[config.mk]
export PLATFORM = sky130hd
export DESIGN_NAME = load_store_unit_flat
export DESIGN_NICKNAME = d
export VERILOG_FILES = /design/src/rtl/load_store_unit_if.sv /design/src/rtl/load_store_unit.sv /design/src/flat_wrapper.sv
export SDC_FILE = /design/constraint.sdc
export NUM_CORES = 1
export LEC_CHECK = 0
export ABC_AREA = 1
export CAP_MARGIN = 20
export CORE_UTILIZATION = 35
export CTS_BUF_LIST = sky130_fd_sc_hd__clkbuf_4 sky130_fd_sc_hd__clkbuf_8
export DETAILED_ROUTE_END_ITERATION = 7
export GPL_TIMING_DRIVEN = 0
export PLACE_DENSITY = 0.66
export SYNTH_ARGS = -nofsm -noshare
export SYNTH_HDL_FRONTEND = slang
export SYNTH_SLANG_ARGS = --single-unit
[constraint.sdc]
create_clock -name clk -period 1.73 [get_ports clk]
set_input_delay 0.173 -clock clk [delete_from_list [all_inputs] [get_ports clk]]
set_output_delay 0.173 -clock clk [all_outputs]
set_load 0.01 [all_outputs]
[src/rtl/load_store_unit_if.sv]
// rtl/load_store_unit_if.sv - core request/response and data memory bus of the load/store unit
interface load_store_unit_if;
  logic       req_valid;
  logic       req_ready;
  logic       req_we;
  logic [3:0] req_addr;
  logic [3:0] req_wdata;
  logic       rsp_valid;
  logic       rsp_ready;
  logic [3:0] rsp_data;
  logic [3:0] rsp_addr;
  logic       mem_write_en;
  logic [3:0] mem_address;
  logic [3:0] mem_data_in;
  logic [3:0] mem_data_out;
  logic       busy;

  modport slave (
    input  req_valid, req_we, req_addr, req_wdata, rsp_ready, mem_data_out,
    output req_ready, rsp_valid, rsp_data, rsp_addr,
    output mem_write_en, mem_address, mem_data_in, busy
  );

  modport master (
    output req_valid, req_we, req_addr, req_wdata, rsp_ready, mem_data_out,
    input  req_ready, rsp_valid, rsp_data, rsp_addr,
    input  mem_write_en, mem_address, mem_data_in, busy
  );
endinterface

[src/rtl/load_store_unit.sv]
// rtl/load_store_unit.sv - in-order load/store unit with a 2-entry request FIFO
// Serialises core requests onto a registered-read data memory; every output is a flop.
module load_store_unit (
  input  logic              clk,
  input  logic              rst,
  load_store_unit_if.slave  bus
);
  typedef enum logic [2:0] {
    IDLE,
    WR_SETUP,
    WR_PULSE,
    RD_ADDR,
    RD_CAP,
    RSP
  } state_t;

  state_t     state;
  state_t     state_next;

  logic       fifo_we    [2];
  logic [3:0] fifo_addr  [2];
  logic [3:0] fifo_wdata [2];
  logic       wr_ptr;
  logic       rd_ptr;
  logic [1:0] count;
  logic [1:0] count_next;
  logic       push;
  logic       pop;

  logic       mem_write_en_d;
  logic [3:0] mem_address_d;
  logic [3:0] mem_data_in_d;
  logic       rsp_valid_d;
  logic [3:0] rsp_data_d;
  logic [3:0] rsp_addr_d;

  assign push       = bus.req_valid && bus.req_ready;
  assign count_next = count + {1'b0, push} - {1'b0, pop};

  // mem_address doubles as the address of the request being serviced.
  always_comb begin
    state_next     = state;
    pop            = 1'b0;
    mem_write_en_d = 1'b0;
    mem_address_d  = bus.mem_address;
    mem_data_in_d  = bus.mem_data_in;
    rsp_valid_d    = 1'b0;
    rsp_data_d     = bus.rsp_data;
    rsp_addr_d     = bus.rsp_addr;
    case (state)
      IDLE: begin
        if (count != 2'd0) begin
          pop           = 1'b1;
          mem_address_d = fifo_addr[rd_ptr];
          if (fifo_we[rd_ptr]) begin
            mem_data_in_d = fifo_wdata[rd_ptr];
            state_next    = WR_SETUP;
          end else begin
            state_next    = RD_ADDR;
          end
        end
      end
      WR_SETUP: begin
        mem_write_en_d = 1'b1;
        state_next     = WR_PULSE;
      end
      WR_PULSE: state_next = IDLE;
      RD_ADDR:  state_next = RD_CAP;
      RD_CAP: begin
        rsp_data_d = bus.mem_data_out;
        rsp_addr_d = bus.mem_address;
        state_next = RSP;
      end
      RSP: begin
        // rsp_valid is raised from the RSP state itself, so it lags entry by one cycle.
        if (bus.rsp_valid && bus.rsp_ready) begin
          state_next = IDLE;
        end else begin
          rsp_valid_d = 1'b1;
        end
      end
      default: state_next = IDLE;
    endcase
  end

  always_ff @(posedge clk) begin
    if (rst) begin
      state            <= IDLE;
      count            <= 2'd0;
      wr_ptr           <= 1'b0;
      rd_ptr           <= 1'b0;
      bus.req_ready    <= 1'b0;
      bus.rsp_valid    <= 1'b0;
      bus.rsp_data     <= 4'd0;
      bus.rsp_addr     <= 4'd0;
      bus.mem_write_en <= 1'b0;
      bus.mem_address  <= 4'd0;
      bus.mem_data_in  <= 4'd0;
      bus.busy         <= 1'b0;
    end else begin
      state            <= state_next;
      count            <= count_next;
      if (push) wr_ptr <= ~wr_ptr;
      if (pop)  rd_ptr <= ~rd_ptr;
      bus.req_ready    <= (count_next < 2'd2);
      bus.rsp_valid    <= rsp_valid_d;
      bus.rsp_data     <= rsp_data_d;
      bus.rsp_addr     <= rsp_addr_d;
      bus.mem_write_en <= mem_write_en_d;
      bus.mem_address  <= mem_address_d;
      bus.mem_data_in  <= mem_data_in_d;
      bus.busy         <= (state_next != IDLE) || (count_next != 2'd0);
    end
  end

  // Entry storage needs no reset: count gates every read of it.
  always_ff @(posedge clk) begin
    if (!rst && push) begin
      fifo_we[wr_ptr]    <= bus.req_we;
      fifo_addr[wr_ptr]  <= bus.req_addr;
      fifo_wdata[wr_ptr] <= bus.req_wdata;
    end
  end
endmodule
[src/flat_wrapper.sv]
// flat-port wrapper written by rule: the top's interface ports become plain ports
module load_store_unit_flat 
  (clk, rst, bus_req_valid, bus_req_we, bus_req_addr, bus_req_wdata, bus_rsp_ready, bus_mem_data_out, bus_req_ready, bus_rsp_valid, bus_rsp_data, bus_rsp_addr, bus_mem_write_en, bus_mem_address, bus_mem_data_in, bus_busy);
  load_store_unit_if bus_i ();
  input  logic clk;
  input  logic rst;
  input wire logic [$bits(bus_i.req_valid)-1:0] bus_req_valid;
  input wire logic [$bits(bus_i.req_we)-1:0] bus_req_we;
  input wire logic [$bits(bus_i.req_addr)-1:0] bus_req_addr;
  input wire logic [$bits(bus_i.req_wdata)-1:0] bus_req_wdata;
  input wire logic [$bits(bus_i.rsp_ready)-1:0] bus_rsp_ready;
  input wire logic [$bits(bus_i.mem_data_out)-1:0] bus_mem_data_out;
  output wire logic [$bits(bus_i.req_ready)-1:0] bus_req_ready;
  output wire logic [$bits(bus_i.rsp_valid)-1:0] bus_rsp_valid;
  output wire logic [$bits(bus_i.rsp_data)-1:0] bus_rsp_data;
  output wire logic [$bits(bus_i.rsp_addr)-1:0] bus_rsp_addr;
  output wire logic [$bits(bus_i.mem_write_en)-1:0] bus_mem_write_en;
  output wire logic [$bits(bus_i.mem_address)-1:0] bus_mem_address;
  output wire logic [$bits(bus_i.mem_data_in)-1:0] bus_mem_data_in;
  output wire logic [$bits(bus_i.busy)-1:0] bus_busy;
  assign bus_i.req_valid = bus_req_valid;
  assign bus_i.req_we = bus_req_we;
  assign bus_i.req_addr = bus_req_addr;
  assign bus_i.req_wdata = bus_req_wdata;
  assign bus_i.rsp_ready = bus_rsp_ready;
  assign bus_i.mem_data_out = bus_mem_data_out;
  assign bus_req_ready = bus_i.req_ready;
  assign bus_rsp_valid = bus_i.rsp_valid;
  assign bus_rsp_data = bus_i.rsp_data;
  assign bus_rsp_addr = bus_i.rsp_addr;
  assign bus_mem_write_en = bus_i.mem_write_en;
  assign bus_mem_address = bus_i.mem_address;
  assign bus_mem_data_in = bus_i.mem_data_in;
  assign bus_busy = bus_i.busy;
  load_store_unit u_core (.clk(clk), .rst(rst), .bus(bus_i));
endmodule
==> run_summary.xml <==
<?xml version="1.0" encoding="UTF-8"?>
<metrics>
  <group name="sta">
    <metric name="clock_period_minus_worst_slack" unit="ns">1.64</metric>
    <metric name="worst-slew-pin-transition" unit="ns">0.488</metric>
    <metric name="fin_skew" unit="ns">0.00261</metric>
    <metric name="final.period_utilization" unit="">0.947</metric>
    <metric name="worst_case_headroom_to_the_max_slew_limit" unit="">0.675</metric>
    <metric name="hold_viol_final" unit="">0</metric>
    <metric name="grt_setup_unrepaired" unit="">true</metric>
    <metric name="max_freq" unit="GHz">0.611</metric>
    <metric name="setup_violations" unit="">0</metric>
    <metric name="finalMaxSlewViolations" unit="">0</metric>
    <metric name="hold-worst-slack" unit="ns">0.455</metric>
    <metric name="setup-tns-final" unit="ns">0</metric>
  </group>
  <group name="clocking">
    <metric name="insertion_delay" unit="ns">0.29</metric>
    <metric name="ctsLongestPathBuffers" unit="">2</metric>
    <metric name="cts_root_buf" unit="">sky130_fd_sc_hd__clkbuf_8</metric>
    <metric name="htreeDepth" unit="">2</metric>
    <metric name="clock_sink_count" unit="">46</metric>
    <metric name="cts_buffers" unit="">5</metric>
    <metric name="path_clk_slew" unit="ns">0.08</metric>
    <metric name="tritoncts" unit="">done</metric>
  </group>
  <group name="die">
    <metric name="die_h" unit="um">72.8</metric>
    <metric name="floorplan.die.width" unit="um">72.8</metric>
    <metric name="die_area" unit="sq um">5300</metric>
    <metric name="num_io_pins" unit="">37</metric>
    <metric name="floorplan.core_area" unit="sq um">4790</metric>
    <metric name="initial_core_util" unit="">0.366</metric>
    <metric name="floorplan.rows" unit="">25</metric>
  </group>
  <group name="routing">
    <metric name="routed_wire_length_per_instance" unit="um">10.6</metric>
    <metric name="finalWirelength" unit="um">3230</metric>
    <metric name="wl_met2" unit="um">1500</metric>
    <metric name="post_drt_via_cell_ratio" unit="">4.34</metric>
    <metric name="initialDrtViolationCount" unit="">52</metric>
    <metric name="routed_vias" unit="">1319</metric>
    <metric name="drt-met1-wl" unit="um">1530</metric>
    <metric name="routed-wl-met3" unit="um">153</metric>
    <metric name="drcViolationCount" unit="">0</metric>
    <metric name="route.antenna.remaining_nets" unit="">0</metric>
    <metric name="dr.max_layer_used" unit="">met4</metric>
    <metric name="firstDrtPassIters" unit="">4</metric>
  </group>
  <group name="place">
    <metric name="place.gp.congestion" unit="">0.788</metric>
    <metric name="dpl-instance-area" unit="sq um">2200</metric>
    <metric name="dp.cells" unit="">295</metric>
    <metric name="post-dp-hpwl" unit="um">2310</metric>
    <metric name="numPortBuffers" unit="">36</metric>
  </group>
  <group name="synth">
    <metric name="synth_top_cells_by_area" unit="">sky130_fd_sc_hd__dfxtp_1 (32%), sky130_fd_sc_hd__edfxtp_1 (31%), sky130_fd_sc_hd__nand2_1 (11%)</metric>
    <metric name="synth-seq-area-share" unit="">0.628</metric>
    <metric name="synth_seq_cells" unit="">46</metric>
    <metric name="gate_count_post_synth" unit="">191</metric>
    <metric name="synth_cell_type_count" unit="">22</metric>
    <metric name="synthDominantCellAreaShare" unit="">0.320</metric>
    <metric name="synth.most_common_cell" unit="">sky130_fd_sc_hd__nand2_1</metric>
    <metric name="syn-cell-area" unit="sq um">1750</metric>
    <metric name="ys_dominant_reg_cell" unit="">sky130_fd_sc_hd__dfxtp_1</metric>
    <metric name="postSynth.asyncResetShare" unit="">0</metric>
    <metric name="avgSynthCellArea" unit="sq um">9.18</metric>
    <metric name="yosysWarnings" unit="">0</metric>
    <metric name="yosysTopAreaCell" unit="">sky130_fd_sc_hd__dfxtp_1</metric>
    <metric name="syn_nets" unit="">210</metric>
    <metric name="synthTopCellsByCount" unit="">sky130_fd_sc_hd__nand2_1 (51), sky130_fd_sc_hd__nor2_1 (31), sky130_fd_sc_hd__dfxtp_1 (28)</metric>
    <metric name="synth_edf_count" unit="">18</metric>
  </group>
  <group name="setup_path">
    <metric name="endpoint_kind" unit="">flop</metric>
    <metric name="reg2reg_slack" unit="ns">0.09</metric>
    <metric name="timing.critical_path.arrival" unit="ns">1.82</metric>
    <metric name="critPathRequiredTime" unit="ns">1.91</metric>
    <metric name="timing_worst_setup_path_type" unit="">flop to flop</metric>
    <metric name="crit-reg2reg-launch" unit="">u_core.count[0]</metric>
    <metric name="path_max_fanout" unit="">5</metric>
    <metric name="crit_path_start" unit="">u_core.count[0]</metric>
    <metric name="reg2reg_to" unit="">u_core.bus.busy</metric>
    <metric name="timing.critical_path.from_type" unit="">flop</metric>
    <metric name="reg2regPathDepth" unit="">11</metric>
    <metric name="cp-endpoint" unit="">u_core.bus.busy</metric>
  </group>
  <group name="min_path">
    <metric name="worst_hold_path_stage_count" unit="">1</metric>
    <metric name="hold_path.class" unit="">input port to flop</metric>
  </group>
  <group name="power">
    <metric name="p_leak" unit="nW">0.941</metric>
    <metric name="power_per_cell_area" unit="nW/um^2">1650</metric>
    <metric name="ir_drop" unit="uV">511</metric>
  </group>
  <group name="final_layout">
    <metric name="syn_to_final_growth" unit="%">32.8</metric>
    <metric name="diodes" unit="">0</metric>
    <metric name="design_area" unit="sq um">2330</metric>
    <metric name="drive_gt1_frac" unit="">0.0970</metric>
    <metric name="layout.cells.non_filler" unit="">304</metric>
    <metric name="design.final.nets" unit="">255</metric>
  </group>
  <group name="run_status">
    <metric name="run_status" unit="">finished, final reports clean</metric>
  </group>
  <group name="run">
    <metric name="cap_violations" unit="">0</metric>
  </group>
  <group name="global_routing">
    <metric name="first_global_vias" unit="">1248</metric>
    <metric name="total_routing_usage_reported_by_global_routing" unit="">0.138</metric>
    <metric name="largest_net_degree_at_the_start_of_global_routing" unit="">15</metric>
    <metric name="wire_length_of_the_first_global_routing_pass" unit="um">5490</metric>
    <metric name="total_global_routing_overflow" unit="">0</metric>
    <metric name="grt_antenna_before_repair" unit="">0</metric>
  </group>
</metrics>
==> per-layer routing <==
metal	up-vias	GRT usage
met5	-	0
met4	0	0.0675
met3	5	0.0414
met2	28	0.229
met1	586	0.162
li1	700	-
==> critical path, cell delays in order, from the launching register on <==
cell and delay, ns:
sky130_fd_sc_hd__dfxtp_1 0.32, sky130_fd_sc_hd__nor2_2 0.12, sky130_fd_sc_hd__inv_2 0.06, sky130_fd_sc_hd__nand3_4 0.08
sky130_fd_sc_hd__inv_2 0.06, sky130_fd_sc_hd__ha_1 0.27, sky130_fd_sc_hd__inv_1 0.04, sky130_fd_sc_hd__ha_1 0.27
sky130_fd_sc_hd__inv_1 0.07, sky130_fd_sc_hd__nand3_1 0.09, sky130_fd_sc_hd__nand2_1 0.07, sky130_fd_sc_hd__nand3_1 0.08
==> worst min-delay path by stage <==
stage	start	endpoint	slack, ns
after floorplan	rst	u_core.bus.mem_write_en	0.26
after global placement	u_core.wr_ptr	u_core.wr_ptr	0.45
after detailed placement	u_core.wr_ptr	u_core.wr_ptr	0.47
after CTS	bus_req_addr[2]	u_core.fifo_addr[0][2]	0.45
after global routing	bus_req_wdata[3]	u_core.fifo_wdata[0][3]	0.45
final	bus_req_addr[2]	u_core.fifo_addr[1][2]	0.46
==> flip-flops by register name, indices dropped and copies added (netlist names), named ones only <==
name	cells
u_core.fifo_addr	8
u_core.fifo_wdata	8
u_core.bus.mem_address	4
u_core.bus.mem_data_in	4
u_core.bus.rsp_addr	4
u_core.bus.rsp_data	4
u_core.state	3
u_core.count	2
u_core.fifo_we	2
u_core.bus.busy	1
u_core.bus.mem_write_en	1
u_core.bus.req_ready	1
u_core.bus.rsp_valid	1
u_core.rd_ptr	1
u_core.wr_ptr	1
==> area by class of cell <==
type | count | area (sq um)
inverter | 19 | 71.3
multi-input combinational | 121 | 559
sequential | 46 | 1100
clock inverter | 3 | 40.0
buffer | 5 | 31.3
clock buffer | 5 | 68.8
fill | 468 | 2460
timing repair buffer | 38 | 373
tap | 67 | 83.8
==> logic make-up (layout without fill, tap and decap cells) <==
family / count (synthesis) / in the layout / share of synthesized area
AOI/OAI and AO/OA: 24 / 24 / 0.0714
adders and majority gates: 2 / 2 / 0.0143
DFF: 46 / 46 / 0.628
and+or+nand+nor: 95 / 95 / 0.228
buffers and inverters: 24 / 70 / 0.0585
==> cell usage in the layout, fill, tap and decap left out <==
master,count
sky130_fd_sc_hd__nand2_1,51
sky130_fd_sc_hd__clkdlybuf4s50_1,36
sky130_fd_sc_hd__nor2_1,29
sky130_fd_sc_hd__dfxtp_1,28
sky130_fd_sc_hd__edfxtp_1,18
sky130_fd_sc_hd__inv_1,15
sky130_fd_sc_hd__o21ai_0,13
sky130_fd_sc_hd__a21oi_1,8
sky130_fd_sc_hd__nand3_1,6
sky130_fd_sc_hd__clkbuf_8,5
sky130_fd_sc_hd__inv_2,3
sky130_fd_sc_hd__nor2_2,2
sky130_fd_sc_hd__nor2_4,2
sky130_fd_sc_hd__nor3_1,2
sky130_fd_sc_hd__buf_2,2
sky130_fd_sc_hd__buf_4,2
sky130_fd_sc_hd__a31oi_1,2
sky130_fd_sc_hd__ha_1,2
sky130_fd_sc_hd__clkinvlp_2,2
sky130_fd_sc_hd__nand3_4,1
sky130_fd_sc_hd__clkbuf_1,1
sky130_fd_sc_hd__or2_2,1
sky130_fd_sc_hd__nand3_2,1
sky130_fd_sc_hd__buf_6,1
sky130_fd_sc_hd__o21bai_1,1
sky130_fd_sc_hd__buf_1,1
sky130_fd_sc_hd__clkinv_1,1
sky130_fd_sc_hd__bufinv_16,1
==> power breakdown <==
group          switching, mW  internal [mW]
Combinational          0.830          0.700
Clock                  0.349          0.423
Sequential             0.140           1.39
==> stage by stage <==
stage                     total power, mW   util  setup slack [ns]
after global placement               3.02  0.459            -0.407
after CTS                            3.86  0.484            0.0270
final                                3.84  0.487            0.0921
after global routing                 4.15  0.487           -0.0435
after floorplan                      2.49      -             0.143
after detailed placement             3.05  0.460            -0.298
==> repair_timing <==
item	in CTS	in global routing
endpoints found under the setup margin	1	10
hold endpoints to repair	0	0
hold buffers	0	0
gates resized for setup	0	4
buffers inserted	1	0
pin swaps	1	1
Power figures use the tool's default switching activity.
